===== config.mk =====
export PLATFORM = sky130hd
export DESIGN_NAME = mix_lane_round
export DESIGN_NICKNAME = d
export VERILOG_FILES = /design/src/rtl/mix_pkg.sv /design/src/rtl/mix_lane_round.sv
export SDC_FILE = /design/constraint.sdc
export NUM_CORES = 1
export LEC_CHECK = 0
export CORE_AREA = 2 2 198 200
export DETAILED_ROUTE_END_ITERATION = 7
export DIE_AREA = 0 0 200 202
export PLACE_DENSITY = 0.64
export SLEW_MARGIN = 40
export SYNTH_ARGS = -nofsm -noshare
export SYNTH_HDL_FRONTEND = slang
export SYNTH_SLANG_ARGS = --single-unit
export TNS_END_PERCENT = 50

===== constraint.sdc =====
create_clock -name vclk -period 6.7
set_input_delay 0.67 -clock vclk [all_inputs]
set_output_delay 0.67 -clock vclk [all_outputs]
set_load 0.005 [all_outputs]

===== src/rtl/mix_pkg.sv =====
// Shared definitions for the mixing-stream checker: lane geometry,
// FSM state encoding and the lane seed used at the start of every run.
package mix_pkg;

  localparam int LANES      = 8;
  localparam int LANE_W     = 32;
  localparam int MIX_SHIFT  = 16;
  localparam int LANE_IDX_W = $clog2(LANES);

  typedef logic [LANE_IDX_W-1:0] lane_idx_t;
  typedef logic [LANE_W-1:0]     lane_t;
  typedef lane_t [LANES-1:0]     lane_vec_t;

  typedef enum logic [1:0] {
    IDLE,
    COLLECT,
    MIX,
    COMPARE
  } state_t;

  // Lane i starts every run holding the value i.
  function automatic lane_t lane_seed(input int unsigned i);
    return lane_t'(i);
  endfunction

endpackage


===== src/rtl/mix_lane_round.sv =====
// One combinational mixing round over all eight lanes. Each lane adds
// its left neighbour and folds in a shifted copy of the lane three
// positions ahead; all arithmetic wraps at 32 bits.
module mix_lane_round
  import mix_pkg::*;
(
  input  lane_vec_t lanes_in,
  output lane_vec_t lanes_out
);

  // Every lane is computed from the old lane values in parallel.
  for (genvar g = 0; g < LANES; g++) begin : g_lane
    assign lanes_out[g] = (lanes_in[g] + lanes_in[(g + LANES - 1) % LANES])
                        ^ (lanes_in[(g + 3) % LANES] << MIX_SHIFT);
  end

endmodule


**Yosys cells after proc, flatten, opt, wreduce, memory -nomap -nowiden**

Index checks and enable logic that the tools add are counted.

- Register bits after elaboration: 0
- Bits of input ports: 256
- Output and inout bits: 256
- Logic and storage cells: 16

- $add $sub $neg: 8
- Bitwise logic cells: 8

Operators with widths:

| kind | number |
|---|---|
| 32-bit adder | 8 |
| 32-bit bitwise XOR | 8 |

**Longest topological paths before layout**

Gate-level depths: netlist of the first run.

- Depth in word-level cells: 2
- Mapped depth: 11
- Depth with buffers taken out: 11

**Worst setup path before layout of the first run**

OpenSTA, ideal clock, no wires.

- Path kind: input port to output port
- From: input lanes_in[0] (netlist bit)
- To: output lanes_out[28] (netlist bit)
- Arrival time: 2.961 ns
- Data required time: 6.030 ns
- Slack: 3.069 ns
- Stages on the path: 10
- Path buffers: 0
- Cell sequence: ha_1 > fa_1 > a211oi_1 > o21ai_1 > a22oi_1 > nand2_1 > a221oi_1 > o221ai_1 > a31oi_1 > xnor2_1

RTL lines:

| item | line | source |
|---|---|---|
| from (decl) | mix_lane_round.sv:7 | `input lane_vec_t lanes_in,` |
| to (decl) | mix_lane_round.sv:8 | `output lane_vec_t lanes_out` |

==> flow_summary.yaml, run 1 <==
clocking:
  post_cts_resized: 0
  hold_buffers: 0
  cts_setup_buffers: 0
final_layout:
  design.seq.count: 0
  fin_nets: 2845
  multiInputGateArea_sq_mm: 0.0132
  seq_area_sq_um: 0
  fin_area_sq_mm: 0.0192
  nFillCells: 3847
  areaGrowthSynthToFinish_pct: 41.2
  drive_above_1_share_pct: 1.50
  instances_no_fill: 2852
  clockBufferCount: 0
timing:
  fmax_mhz: 178
  fin_crit_ns: 5.63
  worst_pin_slew_ns: 0.833
  slew_headroom_pct: 43.6
  rsz0062_at_grt: "no"
  min_period_over_period_pct: 84.1
  drv_slew: 0
  hold_viol_final: 0
  setup_viol: 0
  setup_tns_ns: 0
logic_synthesis:
  avgSynthCellArea_sq_um: 7.29
  yosysSeqAreaShare_pct: 0
  yosys_warnings: 0
  synth_cells: 1862
  synth_area_sq_mm: 0.0136
  ys_types: 85
  synth_nets: 2374
route:
  wl_met2_microns: 34200
  routed_via_density: 5.98
  dr_wl_met3_microns: 6430
  routedWlPerCell_microns: 26.6
  drt_wl_total_microns: 76000
  top_layer: "met5"
  drtAntennaViolNets: 0
  drt_iter0_markers: 1354
  firstDrtPassIters: 5
  route.detailed.drc: 0
  met1_length_microns: 31800
  num_vias: 17100
power_and_ir_drop:
  ir_drop_uv: 76.3
  leakage_nw: 8.11
  p_per_area_mw_per_mm2: 144
die:
  die_area_sq_mm: 0.0404
  coreArea_sq_mm: 0.0383
  die_h_microns: 202
  die_w_microns: 200
  io_pins: 512
  start_util_pct: 35.5
  row_count: 72
critical_path:
  required_ns: 6.03
  cp_slowest_stage_delay_ns: 0.66
  crit_cells: 13
  critPathKind: "in -> out"
  path_cells: "clkdlybuf4s50_1 > ha_1 > fa_1 > a211oi_1 > o21ai_1 > a21oi_1 > a31o_2 > o211ai_1 > a31oi_1 > nand2b_1 > o221ai_1 > xnor2_1 > clkdlybuf4s50_1"
  critPathTopFamily: "compound AO/OA/AOI/OAI gates"
  cp_max_fo: 4
  crit_buf_inv: 2
  cp_slowest_cell: "clkdlybuf4s50_1"
  cp-start-kind: "input pin"
  setup.worst_path.end_class: "output pin"
  path_common_cell: "clkdlybuf4s50_1"
  cp.arrival_ns: 4.96
placed_design:
  place_area_sq_mm: 0.0192
  hpwl_microns: 67900
  place_inst: 2849
  port_buffers: 512
  gp_congestion: 1.01
global_routing:
  grt_pass1_wl_microns: 107000
  first_global_vias: 16300
  track_usage_pct: 35.8
  overflow: 0
  grt_antenna_before_repair: 4
  grt_max_degree: 9
run_status:
  outcome: "finished clean"
worst_hold_path:
  holdPathStages: 4
  min_path_type: "in -> out"
job:
  cap_violations: 0
-- per-stage QoR --
| step | total power, W | setup slack [ns] | hold slack, ns | util [%] |
|---|---|---|---|---|
| after floorplan | 0.00130 | 3.07 | 1.45 | - |
| after detailed placement | 0.00272 | 1.18 | 2.52 | 50.1 |
| final | 0.00277 | 1.07 | 2.52 | 50.1 |
| after CTS | 0.00274 | 1.14 | 2.53 | 50.1 |
| after global placement | 0.00273 | 1.20 | 2.52 | 50.1 |
| after global routing | 0.00293 | 0.786 | 2.58 | 50.1 |
-- path summary, 6_finish.rpt --
check | slack [ns] | startpoint | end
min | 2.52 | lanes_in[31] | lanes_out[63]
max | 1.07 | lanes_in[160] | lanes_out[190]
-- layout by cell type (no fill, tap or decap), drive strengths merged, types with 14 or more instances in the layout --
cell           instances
a31oi                 31
nor2                 106
nand2b                14
nand2                137
inv                   41
clkdlybuf4s50        512
nor3                  18
ha                   248
o21bai                31
o211ai                16
xnor2                265
a21oi                230
nand4                 33
a21o                 137
a211oi                30
o21a                  24
xor2                  99
nor2b                 25
nand3                 40
and3                  20
o21ai                130
-- cells by family (layout without fill, tap and decap cells) --
kind of cell / count (synthesis) / after routing / synth area share [%]
fa+ha+maj: 256 / 256 / 24.0
compound gates: 732 / 732 / 35.1
other cells: 0 / 3 / 0
xor+xnor: 364 / 364 / 23.5
simple gates: 425 / 425 / 14.9
buf+inv: 85 / 554 / 2.52
-- layer usage --
metal  vias to the layer above  global-route usage, %
li1                       7946                      -
met1                      8054                   47.2
met2                       912                   58.7
met3                       149                   4.69
met4                         2                   14.1
met5                         -                      0
-- area by class of cell --
| cell class | count | area share (%) |
|---|---|---|
| Multi-Input combinational cell | 1777 | 69.0 |
| Timing Repair Buffer | 513 | 26.8 |
| Tap cell | 518 | 3.38 |
| Inverter | 41 | 0.802 |
| Antenna cell | 3 | 0.0391 |
-- cell usage after synthesis (37+ instances only) --
cell type    n  area (sq um)
a21o_1     135          1010
a21oi_1    227          1140
clkbuf_1    37           139
ha_1       248          3100
inv_1       41           154
nand2_1    137           514
nand3_1     40           200
nor2_1     105           394
o21ai_0     74           370
o21ai_1     54           270
xnor2_1    265          2320
xor2_1      99           867
-- where the power goes --
part              internal [W]  switching, W        total [W]
Sequential                   0             0                0
Combinational          0.00140       0.00136          0.00277
Clock          0.0000000000600             0  0.0000000000600
Total                  0.00140       0.00136          0.00277
Power figures use the tool's default switching activity.
==> run 2: changes to the inputs <==
- PLACE_DENSITY: 0.64 -> 0.66
- clock period: 6.7 -> 4.7 ns (I/O delays scaled with it)
==> run 2 against run 1 <==
- non-clock buffer count grew 187
- via count grew 4.8%
- worst hold slack worse by 0.71 ns
- global-route usage rose by 1.2 points
- critical path type unchanged
- largest cell class unchanged
==> flow_summary.yaml, run 2 (synthesized netlist as in run 1, its figures left out) <==
route:
  top_layer: "met5"
  dr_wl_met3_microns: 7010
  drtAntennaViolNets: 0
  drt_wl_total_microns: 78900
  wl_met2_microns: 34900
  num_vias: 17900
  routed_via_density: 5.88
  routedWlPerCell_microns: 25.9
  met1_length_microns: 32700
  route.detailed.drc: 0
  drt_iter0_markers: 1514
  firstDrtPassIters: 7
placed_design:
  place_inst: 3033
  pre_cts_ws_ns: -0.168
  port_buffers: 512
  gp_congestion: 0.996
  hpwl_microns: 70500
timing:
  fmax_mhz: 216
  drv_slew: 0
  slew_headroom_pct: 58.1
  hold_viol_final: 0
  fin_crit_ns: 4.63
  min_period_over_period_pct: 98.5
  setup_ws_ns: 0.0699
  rsz0062_at_grt: "yes"
  setup_viol: 0
  setup_tns_ns: 0
  worst_pin_slew_ns: 0.624
critical_path:
  crit_cells: 14
  critPathTopFamily: "buffers and inverters"
  required_ns: 4.23
  cp.arrival_ns: 4.16
  crit_buf_inv: 4
  setup.worst_path.end_class: "output pin"
  cp_max_fo: 5
  cp_slowest_stage_delay_ns: 0.57
  startpoint: "lanes_in[38]"
  crit_end: "lanes_out[95]"
  cp_slowest_cell: "clkdlybuf4s50_1"
  path_cells: "clkdlybuf4s50_1 > buf_4 > ha_1 > a21oi_1 > o21ai_1 > a211oi_1 > o311ai_1 > and2_2 > a211o_1 > a31oi_1 > buf_4 > o41ai_2 > xnor2_1 > clkdlybuf4s50_1"
  critPathKind: "in -> out"
  cp-start-kind: "input pin"
power_and_ir_drop:
  ir_drop_uv: 134
  leakage_nw: 9.16
  p_per_area_mw_per_mm2: 201
  power_w: 0.00420
final_layout:
  utilization_pct: 54.5
  final_cell_mix: "500 x clkdlybuf4s50_1, 265 x xnor2_1, 246 x ha_1"
  instances_no_fill: 3040
  drive_above_1_share_pct: 10.4
  seq_area_sq_um: 0
  clockBufferCount: 0
  design.seq.count: 0
  nFillCells: 3667
  multiInputGateArea_sq_mm: 0.0135
  areaGrowthSynthToFinish_pct: 53.6
  fin_nets: 3032
  layout_commonest_cell: "clkdlybuf4s50_1"
job:
  cap_violations: 0
die:
  start_util_pct: 35.5
  die_h_microns: 202
  coreArea_sq_mm: 0.0383
  row_count: 72
  die_area_sq_mm: 0.0404
  die_w_microns: 200
  io_pins: 512
clocking:
  hold_buffers: 0
run_status:
  outcome: "finished clean"
worst_hold_path:
  min_path_type: "in -> out"
global_routing:
  overflow: 0
  grt_max_degree: 9
  track_usage_pct: 37.0
  grt_pass1_wl_microns: 110000
  first_global_vias: 17100
  grt_antenna_before_repair: 6
run 2: power breakdown:
| part | internal [W] | switching (W) | total, W |
|---|---|---|---|
| sequential | 0 | 0 | 0 |
| clock | 0.000000000114 | 0 | 0.000000000114 |
| combinational | 0.00218 | 0.00202 | 0.00420 |
| total | 0.00218 | 0.00202 | 0.00420 |
run 2: routing by layer:
metal / GRT usage [%] / up-vias
met1: 48.3 / 8361
met3: 5.62 / 196
met4: 15.8 / 4
met2: 60.2 / 1007
li1: - / 8312
met5: 0 / -
run 2: worst min-delay path, delay by kind of cell:
kind	cells	cell delay, ns
fa+ha+maj	1	0.15
buf+inv	2	0.71
run 2: layout make-up:
type | instances | area share, %
Antenna cell | 4 | 0.0480
Inverter | 41 | 0.738
Multi-Input combinational cell | 1777 | 64.6
Tap cell | 518 | 3.11
Timing Repair Buffer | 700 | 31.5
run 2: how the worst min path moves through the flow:
stage,startpoint,end,slack [ns],cells past startpoint
after global routing,lanes_in[224],lanes_out[0],1.81,3
after detailed placement,lanes_in[64],lanes_out[96],2.06,3
after CTS,lanes_in[64],lanes_out[96],2.06,3
final,lanes_in[224],lanes_out[0],1.81,3
after floorplan,lanes_in[224],lanes_out[0],1.05,1
after global placement,lanes_in[64],lanes_out[96],2.06,3
run 2: repair_timing:
action | in CTS | in global routing
gates resized for setup | 12 | 45
pin swaps | 2 | 20
buffers inserted | 0 | 3
endpoints found under the setup margin | 11 | 45
run 2: through the flow:
stage	hold WS, ns	instance area, sq um
floorplan	1.05	13600
global placement	2.06	20600
detailed placement	2.06	20600
CTS	2.06	20600
global route	1.81	20900
finish	1.81	20900
